### src/rtl/serial_diff_of_2numbers.sv
`default_nettype none
// ============================================================================
// Module   : serial_diff_of_2numbers
// Brief    : Bit-serial subtractor computing a - b, one bit per clock, LSB
//            first, with borrow/zero/signed-overflow flags.
//            Optional macro SERIAL_DIFF_ABS_EN: reports |a - b| in diff by
//            adding one NEG cycle whenever a < b.
// Revision : 1.0 - initial release
// ============================================================================
module serial_diff_of_2numbers #(
    parameter int WIDTH = 8
) (
    input  logic             clk,
    input  logic             rst,
    input  logic             start,
    input  logic [WIDTH-1:0] a,
    input  logic [WIDTH-1:0] b,
    output logic             busy,
    output logic             done,
    output logic [WIDTH-1:0] diff,
    output logic             borrow,
    output logic             zero,
    output logic             ovf
);

    localparam int CW = $clog2(WIDTH + 1);
    localparam logic [CW-1:0] c_last_cnt = CW'(WIDTH - 1);

`ifdef SERIAL_DIFF_ABS_EN
    typedef enum logic [1:0] {
        S_IDLE = 2'd0,
        S_RUN  = 2'd1,
        S_NEG  = 2'd2
    } state_t;
`else
    typedef enum logic [0:0] {
        S_IDLE = 1'b0,
        S_RUN  = 1'b1
    } state_t;
`endif

    state_t           r_state;
    state_t           w_state_next;
    logic [WIDTH-1:0] r_a;
    logic [WIDTH-1:0] r_b;
    logic [WIDTH-1:0] r_res;
    logic             r_br;
    logic [CW-1:0]    r_cnt;
    logic             r_a_msb;
    logic             r_b_msb;

    logic             w_d;
    logic             w_br_next;
    logic [WIDTH-1:0] w_res_next;
    logic             w_last;
    logic             w_finish;

    // One full-subtractor slice; the difference bit enters at the MSB so the
    // result is LSB-aligned after WIDTH shifts.
    assign w_d        = r_a[0] ^ r_b[0] ^ r_br;
    assign w_br_next  = (~r_a[0] & r_b[0]) | (~(r_a[0] ^ r_b[0]) & r_br);
    assign w_res_next = {w_d, r_res[WIDTH-1:1]};
    assign w_last     = (r_state == S_RUN) && (r_cnt == c_last_cnt);

`ifdef SERIAL_DIFF_ABS_EN
    logic [WIDTH-1:0] w_neg;
    assign w_neg    = -r_res;
    assign w_finish = w_last && !w_br_next;
`else
    assign w_finish = w_last;
`endif

    assign busy = (r_state != S_IDLE);

    always_ff @(posedge clk or posedge rst) begin
        if (rst) begin
            r_state <= S_IDLE;
        end else begin
            r_state <= w_state_next;
        end
    end

    always_comb begin
        w_state_next = r_state;
        case (r_state)
            S_IDLE: begin
                if (start) begin
                    w_state_next = S_RUN;
                end
            end
            S_RUN: begin
                if (w_last) begin
`ifdef SERIAL_DIFF_ABS_EN
                    w_state_next = w_br_next ? S_NEG : S_IDLE;
`else
                    w_state_next = S_IDLE;
`endif
                end
            end
`ifdef SERIAL_DIFF_ABS_EN
            S_NEG:   w_state_next = S_IDLE;
`endif
            default: w_state_next = S_IDLE;
        endcase
    end

    always_ff @(posedge clk or posedge rst) begin
        if (rst) begin
            r_a     <= '0;
            r_b     <= '0;
            r_res   <= '0;
            r_br    <= 1'b0;
            r_cnt   <= '0;
            r_a_msb <= 1'b0;
            r_b_msb <= 1'b0;
            done    <= 1'b0;
            diff    <= '0;
            borrow  <= 1'b0;
            zero    <= 1'b0;
            ovf     <= 1'b0;
        end else begin
            done <= 1'b0;
            if (r_state == S_IDLE && start) begin
                r_a     <= a;
                r_b     <= b;
                r_res   <= '0;
                r_br    <= 1'b0;
                r_cnt   <= '0;
                r_a_msb <= a[WIDTH-1];
                r_b_msb <= b[WIDTH-1];
            end
            if (r_state == S_RUN) begin
                r_a   <= r_a >> 1;
                r_b   <= r_b >> 1;
                r_res <= w_res_next;
                r_br  <= w_br_next;
                r_cnt <= r_cnt + 1'b1;
            end
            if (w_finish) begin
                diff   <= w_res_next;
                borrow <= w_br_next;
                zero   <= (w_res_next == '0);
                ovf    <= (r_a_msb != r_b_msb) && (w_res_next[WIDTH-1] != r_a_msb);
                done   <= 1'b1;
            end
`ifdef SERIAL_DIFF_ABS_EN
            // Flags are taken from the raw result latched on the last RUN edge.
            if (r_state == S_NEG) begin
                diff   <= w_neg;
                borrow <= r_br;
                zero   <= (w_neg == '0);
                ovf    <= (r_a_msb != r_b_msb) && (r_res[WIDTH-1] != r_a_msb);
                done   <= 1'b1;
            end
`endif
        end
    end

endmodule
`default_nettype wire

### config.mk
export PLATFORM = sky130hd
export DESIGN_NAME = serial_diff_of_2numbers
export DESIGN_NICKNAME = d
export VERILOG_FILES = /design/src/rtl/serial_diff_of_2numbers.sv
export SDC_FILE = /design/constraint.sdc
export NUM_CORES = 1
export LEC_CHECK = 0
export ABC_CLOCK_PERIOD_IN_PS = 1500
export CORE_ASPECT_RATIO = 0.7
export CORE_UTILIZATION = 40
export CTS_CLUSTER_SIZE = 8
export DETAILED_ROUTE_END_ITERATION = 7
export PLACE_DENSITY_LB_ADDON = 0.08
export SLEW_MARGIN = 20
export SYNTH_ARGS = -nofsm -noshare
export SYNTH_HDL_FRONTEND = slang
export SYNTH_SLANG_ARGS = --single-unit
### constraint.sdc
create_clock -name clk -period 1.5 [get_ports clk]
set_input_delay 0.3 -clock clk [delete_from_list [all_inputs] [get_ports clk]]
set_output_delay 0.3 -clock clk [all_outputs]
set_load 0.02 [all_outputs]
Yosys cells after proc, flatten, opt, wreduce, memory -nomap -nowiden
Cells that the tools add are included. W data, S select, Z words.

Output and inout bits: 13. Logic and storage cells: 44. Register bits after elaboration: 44.

Multiplexer cells: 14. Reductions and logical operators: 5. Bitwise operators: 8. Eq/ne operators: 3. $add $sub $neg: 1.

Operators with widths (count): $mux W8 (6); $logic_not A8 Y1 (1); $mux W4 (2); $mux W1 (5); $add A4 B1 Y4 const B (1); $eq A4 B3 Y1 const B (1); $logic_and A1 B1 Y1 (3); $not A1 Y1 (3); $and A1 B1 Y1 (2); $ne A1 B1 Y1 (2); $pmux W1 S2 (1); $reduce_bool A2 Y1 (1); $xor A1 B1 Y1 (2); $or A1 B1 Y1 (1).

Depth between registers and ports, before layout
Word-level depth: 5. Mapped depth: 5.

Least setup slack after synthesis
Ideal clock, no wire load.

Path type: register -> register. Start point: reg r_b[0]. End point: reg zero. Stages on the path, launching flop included: 6. Path slack: 0.096 ns. Period minus slack after synthesis: 1.404 ns. Arrival time: 1.322 ns. Required time: 1.417 ns. Setup time: 0.083 ns. Cell sequence: dfrtp_1 > inv_1 > fa_1 > nor4_1 > nand2_1 > o21ai_0.

Cells in the longest elaborated chain, start to end: 3.

RTL lines: from (decl) (RTL line 45) `logic [WIDTH-1:0] r_b;`; from (signal assigned) (RTL line 134) `r_b <= r_b >> 1;`; $xor A1 B1 Y1 (2 in series) (RTL line 60) `assign w_d = r_a[0] ^ r_b[0] ^ r_br;`; net w_d (RTL line 52) `logic w_d;`; $logic_not A8 Y1 (RTL line 142) `zero <= (w_res_next == '0);`; to (signal assigned) (RTL line 142); to (decl) (RTL line 22) `output logic zero,`.

The timed path passes the listed nets, and every way through them passes these cells. A chain may end at the register's enable or synchronous reset.

Worst setup path in the final report
Start point: reg r_a[0]. End point: reg zero.

Cells in the longest elaborated chain, start to end: 3.

RTL lines: from (decl) (RTL line 44) `logic [WIDTH-1:0] r_a;`; from (signal assigned) (RTL line 133) `r_a <= r_a >> 1;`; $xor A1 B1 Y1 (2 in series) (RTL line 60); net w_d (RTL line 52); $logic_not A8 Y1 (RTL line 142).

The timed path passes the listed nets, and every way through them passes these cells.

==> results by group <==
Worst setup path
  • CP Launch Type: flip-flop
  • FF-to-FF Start: r_a[0]$_DFFE_PP0P_
  • Worst r2r path cells: 4
  • CP Capture Type: flip-flop
  • CP startpoint: r_a[0]$_DFFE_PP0P_
  • Arrival @ worst endpoint: about 1.6 ns
  • Capturing point of the worst reg2reg path: zero$_DFFE_PP0P_
  • R2R setup slack: approximately 0.068 ns
  • Crit path max fanout: 3
  • Worst Path Required: approximately 1.7 ns
  • Setup CP Type: reg2reg

Clock network
  • Clk Latency, worst-skew pair: approximately 0.29 ns
  • Clock sinks: 43
  • H-tree depth: 2
  • Maximum root-to-sink buffer count: 2
  • CTS tree: yes
  • CTS root buffer: clkbuf_8
  • Total CTS buffers: 5
  • Worst-path clk slew: 0.08 ns
  • Post-CTS Hold Fix Bufs: 0

Logic synthesis
  • Cells after synthesis: 165
  • Ys Warns: 0
  • Seq cells post-synth: 43
  • Dominant cells by area after synthesis: dfrtp_1 (56%), mux2i_1 (9.4%), o21ai_0 (6.3%), nand2_1 (4.9%), mux2_2 (4.1%)
  • Post-synth ARST share: 100.0%
  • Sequential area share after synthesis: a little under three fifths
  • Main synth FF type: dfrtp_1
  • Area leader, netlist: dfrtp_1
  • Post-Syn Area: 0.001916 mm2
  • Top cell type's share of synthesized area: a little under three fifths
  • Syn_area_per_cell: ~12 um2
  • Cell variety after synth: 26
  • Count leader, synth: dfrtp_1
  • Top cells by count, synth: dfrtp_1 (43), nand2_1 (25), o21ai_0 (24)
  • Syn nets: about 190
  • Post-synth EDFFs: 0

Floorplanning
  • Starting Density: between 40% and 50%
  • Core area: approximately 0.0045 mm2
  • Cell Rows: 20
  • IO Count: 32
  • Die area: 0.005074 mm2
  • Chip Width: between 80 and 90 um
  • Die height: 59.90 um

Placement
  • Setup Slack @ Placement: -0.04086 ns
  • Number of port buffers: 31
  • Post-DP HPWL: approximately 2.3 mm
  • Placer congestion estimate: around 0.68

Run status
  • Failing checks: DRC
  • Run status: finished, violations left

Routing
  • Routed Antenna Nets: 0
  • Final wirelength: roughly 3.5 mm
  • First-pass detailed-route iteration total: 8
  • DRC marker count from the first detailed-route iteration: 60
  • DRC: 2
  • Routed wire per std cell: roughly 14 um
  • Via count: approximately 1.3k
  • DR vias/cell: roughly 5.0

Final layout
  • Layout cells sized above 1: 14.14%
  • Layout area overhead: 23.38%
  • N_diodes: 0
  • Final net count: roughly 220

Pwr
  • PwrDens: around 1900 mW/mm2
  • Pwr Total: ~0.0045 W
  • Worst VDD drop: about 1 mV
  • Leakage power: ~1.1 nW

Timing
  • Final setup fails: 0
  • Clock Skew: just under 0.005 ns
  • Fin crit share: between 90% and 100%
  • Fin. Hold Viols: 0
  • Worst-Margin Slew: roughly 0.37 ns
  • F_max: ~700 MHz
  • Minimum clock period after layout: 1.432 ns
  • Normalized max-slew margin: about three quarters
  • Final Max Tran Viols: 0
  • Setup WS post-layout: between 0.06 and 0.07 ns

Flow run
  • Max-Cap Viols: 0

Min path
  • Class of the worst hold path: in2async

Global route
  • Largest net degree at the start of global routing: 44
  • Vias in the first global route: roughly 1.3k
  • Gr usage total: 15.67%
  • First-pass GRT wire length: 5.996 mm
  • Initial antenna violation count: 0
  • GRT overflow: 0
per-stage QoR:
stage                     hold slack [ns]  instance area (um2)  utilization (%)  setup TNS [ns]  std cells
after CTS                          0.4000                 2346            52.67               0        253
after detailed placement           0.4694                 2290            51.40         -0.1497        247
final                              0.3917                 2364            53.06               0        253
after floorplan                    0.4492                 1916                -               0        165
after global routing               0.4087                 2364            53.06        -0.03982        253
after global placement             0.4641                 2290            51.40        -0.04616        247
worst max path at each step:
stage | end | depth (start not counted)
3_5_place_dp | r_b[0]$_DFFE_PP0P_ | 4
6_report | zero$_DFFE_PP0P_ | 4
2_1_floorplan | zero$_DFFE_PP0P_ | 5
5_1_grt | zero$_DFFE_PP0P_ | 4
4_1_cts | ovf$_DFFE_PP0P_ | 5
3_3_place_gp | r_a[0]$_DFFE_PP0P_ | 4
cells in the final DEF, fill, tap and decap left out, types with 3 or more instances in the layout:
master / instances
o21ai_0: 23
inv_1: 3
nand2b_1: 9
buf_4: 5
clkbuf_8: 5
dlygate4sd2_1: 13
dfrtp_1: 43
nor2_1: 4
clkdlybuf4s50_1: 18
mux2_4: 3
mux2i_1: 18
mux2_2: 7
nand2_1: 25
kinds of logic (layout without fill, tap and decap cells):
kind of cell / count (synthesis) / after routing / synth area share [%]
and+or+nand+nor: 46 / 46 / 12.21
DFF: 43 / 43 / 56.17
AOI/OAI and AO/OA: 28 / 28 / 7.838
muxes: 28 / 28 / 15.87
buffers and inverters: 15 / 48 / 4.245
adders and majority gates: 3 / 3 / 2.743
xor gates and xnor gates: 2 / 2 / 0.9146
worst max-delay path, cell delays in order, from the launching register on:
cell and delay, ns:
dfrtp_1 0.42, fa_1 0.54, nor4_2 0.17, nand2_1 0.07
o21ai_0 0.14
registers in the layout (all words and copies together) (netlist names):
| signal | cells |
|---|---|
| diff | 8 |
| r_a | 8 |
| r_b | 8 |
| r_res | 7 |
| r_cnt | 4 |
| borrow | 1 |
| busy | 1 |
| done | 1 |
| ovf | 1 |
| r_a_msb | 1 |
| r_b_msb | 1 |
| r_br | 1 |
| zero | 1 |
area by class of cell:
cell class / instances / area (um2)
Tap cell: 55 / 68.82
Timing Repair Buffer: 37 / 351.6
Sequential cell: 43 / 1076
Clock buffer: 6 / 72.57
Fill cell: 404 / 2091
Inverter: 5 / 18.77
Multi-Input combinational cell: 107 / 775.7
layer usage:
layer	part of all wire, %	GRT usage [%]
met2	45	23.69
met3	4.5	6.077
met4	0.86	4.358
met5	0	0
met1	50	21.20
power by group:
group / internal, W / switching (W)
sequential: 0.00166 / 0.000365
clock: 0.000310 / 0.000355
combinational: 0.000879 / 0.000944
total: 0.00285 / 0.00166
timing repair:
item / 4_1_cts / 5_1_grt
pin swaps: 2 / 2
gates cloned: 0 / 0
endpoints found under the setup margin: 15 / 2
resized for setup: 13 / 7
buffers inserted: 0 / 0
Power figures use the tool's default switching activity.
